==> src/rtl/bus_rr_arbiter.sv <==
// Round-robin bus controller for the shared router bus.
// Picks one terminal with a pending packet, pops its head word, decodes the destination
// byte in the packet's top bits, then pushes the packet to one terminal input FIFO or,
// for broadcast, to every terminal except the source.
//
// Ports:
//   clk_i       rising-edge clock
//   reset_ni    synchronous active-low reset
//   pndng_i     per-terminal "output FIFO non-empty"
//   data_in_i   per-terminal head word (first-word fall-through), terminal i at [i*W +: W]
//   full_i      per-terminal "input FIFO full"
//   pop_o       one-hot pop strobe to the source FIFO
//   push_o      push strobe(s) to destination FIFO(s)
//   data_out_o  bus word, zero unless push_o != 0
//   grant_id_o  current / last granted terminal
//   busy_o      high whenever not idle
//   pkt_cnt_o   delivered packets (wrapping)
//   drop_cnt_o  packets dropped for an invalid destination (wrapping)
module bus_rr_arbiter #(
    parameter int unsigned num_ntrfs = 4,
    parameter int unsigned pckg_sz   = 32,
    parameter logic [7:0]  broadcast = 8'hFF
) (
    input  logic                           clk_i,
    input  logic                           reset_ni,
    input  logic [num_ntrfs-1:0]           pndng_i,
    input  logic [num_ntrfs*pckg_sz-1:0]   data_in_i,
    input  logic [num_ntrfs-1:0]           full_i,
    output logic [num_ntrfs-1:0]           pop_o,
    output logic [num_ntrfs-1:0]           push_o,
    output logic [pckg_sz-1:0]             data_out_o,
    output logic [3:0]                     grant_id_o,
    output logic                           busy_o,
    output logic [15:0]                    pkt_cnt_o,
    output logic [15:0]                    drop_cnt_o
);

    typedef logic [num_ntrfs-1:0] ntrf_t;
    typedef enum logic [1:0] {StIdle, StPop, StRoute, StPush} state_e;

    state_e             state_q, state_d;
    logic [3:0]         grant_q, grant_d;
    logic [pckg_sz-1:0] pkt_q, pkt_d;
    logic [15:0]        pkt_cnt_q, pkt_cnt_d;
    logic [15:0]        drop_cnt_q, drop_cnt_d;

    logic               any_pndng;
    logic               arb_found;
    logic [3:0]         winner;
    logic [pckg_sz-1:0] head_word;
    logic [7:0]         dest;
    ntrf_t              grant_oh;
    ntrf_t              mask;
    logic               dest_ok;

    assign any_pndng = |pndng_i;
    assign grant_oh  = ntrf_t'(1) << grant_q;

    // Winner is the first pending terminal after grant_q, wrapping around.
    always_comb begin : arbitrate
        winner    = grant_q;
        arb_found = 1'b0;
        for (int unsigned k = 1; k <= num_ntrfs; k++) begin
            for (int unsigned j = 0; j < num_ntrfs; j++) begin
                if (!arb_found && pndng_i[j] && ((32'(grant_q) + k) % num_ntrfs) == j) begin
                    winner    = 4'(j);
                    arb_found = 1'b1;
                end
            end
        end
    end

    always_comb begin : head_mux
        head_word = '0;
        for (int unsigned j = 0; j < num_ntrfs; j++) begin
            if (grant_q == 4'(j)) begin
                head_word = data_in_i[j*pckg_sz +: pckg_sz];
            end
        end
    end

    // Target mask from the captured packet; stays stable through ROUTE and PUSH.
    always_comb begin : route_decode
        dest    = pkt_q[pckg_sz-1 -: 8];
        mask    = '0;
        dest_ok = 1'b0;
        if (dest == broadcast) begin
            mask    = ~grant_oh;
            dest_ok = 1'b1;
        end else if (32'(dest) < num_ntrfs) begin
            mask    = ntrf_t'(1) << dest;
            dest_ok = 1'b1;
        end
    end

    always_ff @(posedge clk_i) begin : state_reg
        if (!reset_ni) begin
            state_q    <= StIdle;
            grant_q    <= 4'(num_ntrfs - 1);
            pkt_q      <= '0;
            pkt_cnt_q  <= '0;
            drop_cnt_q <= '0;
        end else begin
            state_q    <= state_d;
            grant_q    <= grant_d;
            pkt_q      <= pkt_d;
            pkt_cnt_q  <= pkt_cnt_d;
            drop_cnt_q <= drop_cnt_d;
        end
    end

    always_comb begin : next_state
        state_d    = state_q;
        grant_d    = grant_q;
        pkt_d      = pkt_q;
        pkt_cnt_d  = pkt_cnt_q;
        drop_cnt_d = drop_cnt_q;
        unique case (state_q)
            StIdle: begin
                if (any_pndng) begin
                    grant_d = winner;
                    state_d = StPop;
                end
            end
            StPop: begin
                pkt_d   = head_word;
                state_d = StRoute;
            end
            StRoute: begin
                if (!dest_ok) begin
                    drop_cnt_d = drop_cnt_q + 16'd1;
                    state_d    = StIdle;
                end else if ((mask & full_i) == '0) begin
                    // Deliver only when every target can accept; no partial broadcast.
                    state_d = StPush;
                end
            end
            StPush: begin
                pkt_cnt_d = pkt_cnt_q + 16'd1;
                if (any_pndng) begin
                    grant_d = winner;
                    state_d = StPop;
                end else begin
                    state_d = StIdle;
                end
            end
            default: state_d = StIdle;
        endcase
    end

    always_comb begin : outputs
        pop_o      = '0;
        push_o     = '0;
        data_out_o = '0;
        busy_o     = (state_q != StIdle);
        unique case (state_q)
            StPop:  pop_o = grant_oh;
            StPush: begin
                push_o     = mask;
                data_out_o = pkt_q;
            end
            default: ;
        endcase
    end

    assign grant_id_o = grant_q;
    assign pkt_cnt_o  = pkt_cnt_q;
    assign drop_cnt_o = drop_cnt_q;

endmodule

==> config.mk <==
export PLATFORM = sky130hd
export DESIGN_NAME = bus_rr_arbiter
export DESIGN_NICKNAME = d
export VERILOG_FILES = /design/src/rtl/bus_rr_arbiter.sv
export SDC_FILE = /design/constraint.sdc
export NUM_CORES = 1
export LEC_CHECK = 0
export ABC_AREA = 1
export CORE_MARGIN = 2
export CORE_UTILIZATION = 43
export DETAILED_ROUTE_END_ITERATION = 7
export PLACE_DENSITY = 0.86
export SLEW_MARGIN = 25
export SYNTH_ARGS = -nofsm -noshare
export SYNTH_HDL_FRONTEND = slang
export SYNTH_SLANG_ARGS = --single-unit
==> constraint.sdc <==
create_clock -name clk_i -period 4 [get_ports clk_i]
set_input_delay 0.8 -clock clk_i [delete_from_list [all_inputs] [get_ports clk_i]]
set_output_delay 0.8 -clock clk_i [all_outputs]
set_load 0.1 [all_outputs]
# Yosys cells after proc, flatten, opt, wreduce, memory -nomap -nowiden
# Index checks and enable logic that the tools add are counted.
# op_classes
addsub	6
n_reduce_logical	60
shift	2
bitwise	3
order_cmp	1
n_mux	47
n_eq_ne	21
# ops
operator	n
2-to-1 mux 32 bit	5
zero test 32 bit	4
2-to-1 mux 4 bit	20
adder 16 x 1 -> 16 bit (second input constant)	2
logical AND 1 bit	31
== test 2 bit (second input constant)	10
2-to-1 mux 1 bit	18
nonzero test 16 bit	1
zero test 1 bit	15
== test 2 x 1 -> 1 bit (second input constant)	5
== test 4 x 2 -> 1 bit (second input constant)	2
== test 8 bit (second input constant)	1
zero test 4 bit	2
less-than comparator 8 x 3 -> 1 bit (second input constant)	1
one-hot mux 2 bit (4 select lines)	1
<< shifter 1 x 8 -> 4 bit (first input constant)	1
2-to-1 mux 2 bit	3
adder 2 x 1 -> 2 bit (second input constant)	2
adder 2 bit (second input constant)	2
bitwise AND 4 bit	1
== test 4 x 1 -> 1 bit (second input constant)	1
inverter 4 bit	1
AND reduction 2 bit	2
OR reduction 4 bit	1
other kinds (8)	8
# word_totals
output_inout_bits	77
input_bits	138
register_bits	70
word_cells	145

# Longest topological paths before layout
# depth
depth_word	65
mapped_depth	13
depth_no_buf	13

# Worst setup path before layout
# OpenSTA, ideal clock, no wires.
# synth_timing
path_kind	register to output
start	register grant_q[1] (netlist: grant_id_o[1])
end	output push_o[1]
t_required_ns	3.200
path_buffers	1
path_slack_ns	0.253
path_stages_with_launch	6
arrival_ns	2.947
path_cell_list	dfxtp_1 buf_4 nor2_2 nor2_1 inv_1 a21oi_1
# synth_between
elab_chain_cells	4
# synth_rtl
element	line	text
start, declared	42	logic [3:0] grant_q, grant_d;
start signal, assigned	99	grant_q <= 4'(num_ntrfs - 1);
start signal, assigned	105	grant_q <= grant_d;
<< shifter 1 x 4 -> 4 bit	57	assign grant_oh = ntrf_t'(1) << grant_q;
inverter 4 bit	88	mask = ~grant_oh;
2-to-1 mux 4 bit	87	if (dest == broadcast) begin
2-to-1 mux 4 bit	156	unique case (state_q)
end, declared	30	output logic [num_ntrfs-1:0] push_o,
# No other way between the ends.

# Final worst setup path
# layout_timing
start	register grant_q[1] (netlist: grant_id_o[1])
end	output push_o[2]
# The elaborated chain is that of the path after synthesis.

==> impl_metrics.tcl <==
set metrics [dict create \
    synth_most_common_cell "nand2_1" \
    wire_per_inst_um 15.0 \
    netSwitchingFraction_pct 42.8 \
    grt_overflow 0 \
    grt_max_degree 65 \
    finalHoldViolCount 0 \
    synth_mux_area_share_pct 0 \
    die_x_um 102 \
    totalWireLength_um 14300 \
    final.setup_skew_ns 0.0115 \
    end_kind "output pin" \
    tritoncts "done" \
    unrepaired_setup_endpoints_after_global_routing "false" \
    pwr-share-comb_pct 43.5 \
    min_path_type "register to register" \
    worst-endpoint-arrival_ns 2.39 \
    synth_fa_ha_area_share_pct 1.83 \
    post_synth_and_or_nand_nor_area_fraction_pct 27.1 \
    fin_tns_setup_ns 0 \
    edff_count_synth 0 \
    grt_antenna_before_repair 0 \
    final_estimated_routing_congestion_in_global_placement 0.907 \
    number_of_buffers_created_by_cts 9 \
    cts.repair_timing.setup_buffer_count 0 \
    count_of_different_cell_masters_after_synthesis 32 \
    area_growth_syn_to_layout_pct 57.1 \
    post_route_fraction_of_the_period_consumed_by_the_critical_path_pct 79.8 \
    clock-root-buffer "clkbuf_8" \
    post_syn_area_um2 4110 \
    min_period_ns 3.19 \
    detail_placement_hpwl_um 11200 \
    largest_family_of_logic_cells_by_synthesized_area "simple AND/OR/NAND/NOR gates" \
    yosys_warnings 0 \
    final-max-slew-violation-count 0 \
    routed-via-count 5097 \
    finalHoldWorstSlack_ns 0.492 \
    sequential_area_share_after_synthesis_pct 33.2 \
    post_synthesis_cell_count 622 \
    worst-path-max-fanout 18 \
    max-clock-path-buffers 2 \
    fp.coreArea_um2 9240 \
    ctsHtreeMaxLevel 3 \
    yosys-top-cells-area "dfxtp_1 (33%), nand2_1 (12%), inv_1 (8.3%), o21ai_0 (6.6%), a21oi_1 (5.6%)" \
    die_h_um 102 \
    detailedRoute.firstPassIterationCount 5 \
    cp_data_required_time_ns 3.20 \
    total_leakage_power_nw 2.81 \
    vias_in_the_first_global_route 4921 \
    setup-violations-final 0 \
    antenna_violating_nets_post_route 0 \
    pwr_density_cell_nw_per_um2 392 \
    std_cell_rows 35 \
    fraction_of_registers_with_async_set_or_reset_after_synthesis_pct 0 \
    cts-hold-fix-buffers 0 \
    yosys_register_bits 68 \
    drt-vias-per-instance 5.35 \
    share_of_final_layout_standard_cells_stronger_than_drive_strength_1_pct 10.4 \
    pwr-share-clk_pct 22.7 \
    worstSetupStartpointType "register" \
    yosysTopAreaCellShare_pct 33.2 \
    finalPower_w 0.00253 \
    power.share.sequential_pct 33.7 \
    grt_pass1_wl_um 22700 \
    cts.clk_slew.worst_paths_ns 0.08 \
    vdd.ir_drop.worst_v 0.000191 \
    timing.max_cap.violations 0 \
    post_synthesis_area_per_instance_um2 6.60 \
    io_buffers 212 \
    layout.nets 962 \
    clock_latency_ns 0.35 \
    fillerInstances 777 \
    synth_top_flop_cell "dfxtp_1" \
    most_used_standard_cells_in_the_synthesized_netlist "nand2_1 (127), inv_1 (91), dfxtp_1 (68)" \
    yosys.area_share.xor_xnor_pct 0 \
    timing_worst_slew_pin_value_ns 1.00 \
    maxClockFrequency_ghz 0.313 \
    io_pins 215 \
    detail_route.drc_violations 0 \
    maxSlewHeadroom_pct 33.1 \
    synth_largest_area_cell "dfxtp_1" \
    post_cts.resized_instances 0 \
    n_antenna_cell 0 \
    clock-sinks 68 \
    cellInternalPower_w 0.00145 \
    status "completed" \
    power.switching_w 0.00108 \
    die_area_um2 10300 \
    drt_iter0_markers 276 \
    globalRouteTotalUtil_pct 27.8 \
    worstSetupPathType "register to output pin" \
    initial_core_utilization_pct 44.4 \
    synth-compound-area-share_pct 25.6 \
]
## power by group through the flow
stage,Combinational [W],Clock [W],Sequential [W]
after global placement,0.00106,0,0.000860
final,0.00110,0.000575,0.000853
after CTS,0.00109,0.000585,0.000850
after global routing,0.00119,0.000620,0.000863
after detailed placement,0.00109,0,0.000866
after floorplan,0.000715,0,0.000885
## final cells by class
cell class	instances	area [µm²]	area share [%]
Clock buffer	9	124	1.92
Clock inverter	7	75.1	1.16
Inverter	93	349	5.41
Multi-Input combinational cell	427	2250	34.9
Sequential cell	68	1360	21.1
Tap cell	129	161	2.50
Timing Repair Buffer	219	2130	33.0
## stage by stage
| step | worst slack (ns) | cells | utilization (%) | cell area, µm² |
|---|---|---|---|---|
| 6_report | 0.810 | 952 | 69.8 | 6450 |
| 5_1_grt | 0.616 | 952 | 69.8 | 6450 |
| 4_1_cts | 0.795 | 952 | 69.8 | 6450 |
| 3_5_place_dp | 1.18 | 936 | 67.7 | 6250 |
| 3_3_place_gp | 1.28 | 936 | 67.7 | 6250 |
| 2_1_floorplan | 0.253 | 623 | - | 4110 |
## sequential cells by signal, indices dropped and copies added, names as in the netlist
signal and count:
pkt_q 32, pkt_cnt_o 16, grant_id_o 2, drop_cnt_o 16
state_q 2
## cell usage in the layout (no fill, tap or decap), types with 3 or more instances in the layout
cell type	synthesis	routed
dfxtp_1	68	68
a21oi_1	46	46
nor2_4	4	4
o21ai_0	54	54
a41oi_1	11	11
clkinv_4	0	3
o21a_1	4	4
a22o_1	21	21
nand4_1	12	12
nand2_2	5	5
nor2_1	53	53
nor3_1	11	11
ha_1	6	5
clkbuf_8	0	9
nand3_1	24	24
buf_12	0	5
a31oi_1	22	22
buf_4	3	44
inv_1	91	91
nor2_2	3	3
o221ai_1	11	11
clkdlybuf4s50_1	0	169
nand2_1	127	127
nand3_2	3	3
## per-layer routing
metal  routed length, µm  share of wire, %  track usage (%)  up-vias
met3                1140               8.0             6.90       59
met5                   0                 0                0        -
met2                7340                51             49.9      261
met1                5200                36             29.9     2300
met4                 616               4.3             14.3        0
li1                    -                 -                -     2477
## cells by family (layout without fill, tap and decap cells)
logic type,Yosys count,after routing
flops,68,68
simple gates,249,249
buf+inv,128,328
compound gates,170,170
fa+ha+maj,6,6
other cells,1,2
## worst max-delay path, cell delays in order, from the launching register on
cell and delay, ns:
dfxtp_1 0.78, inv_2 0.12, nor2_2 0.54, o21ai_0 0.25, inv_1 0.09, nor2_1 0.06, buf_12 0.18
## path summary, 6_finish.rpt
path,cells after the start,start,to,slack (ns)
min,2,drop_cnt_o[14]$_SDFFE_PN0P_,drop_cnt_o[14]$_SDFFE_PN0P_,0.49
min reg2reg,2,drop_cnt_o[14]$_SDFFE_PN0P_,drop_cnt_o[14]$_SDFFE_PN0P_,0.49
max,6,grant_id_o[1]$_SDFFE_PN1P_,push_o[2],0.81
max reg2reg,11,grant_id_o[1]$_SDFFE_PN1P_,grant_id_o[1]$_SDFFE_PN1P_,1.51
No activity file was read; power rests on OpenSTA's default activity.
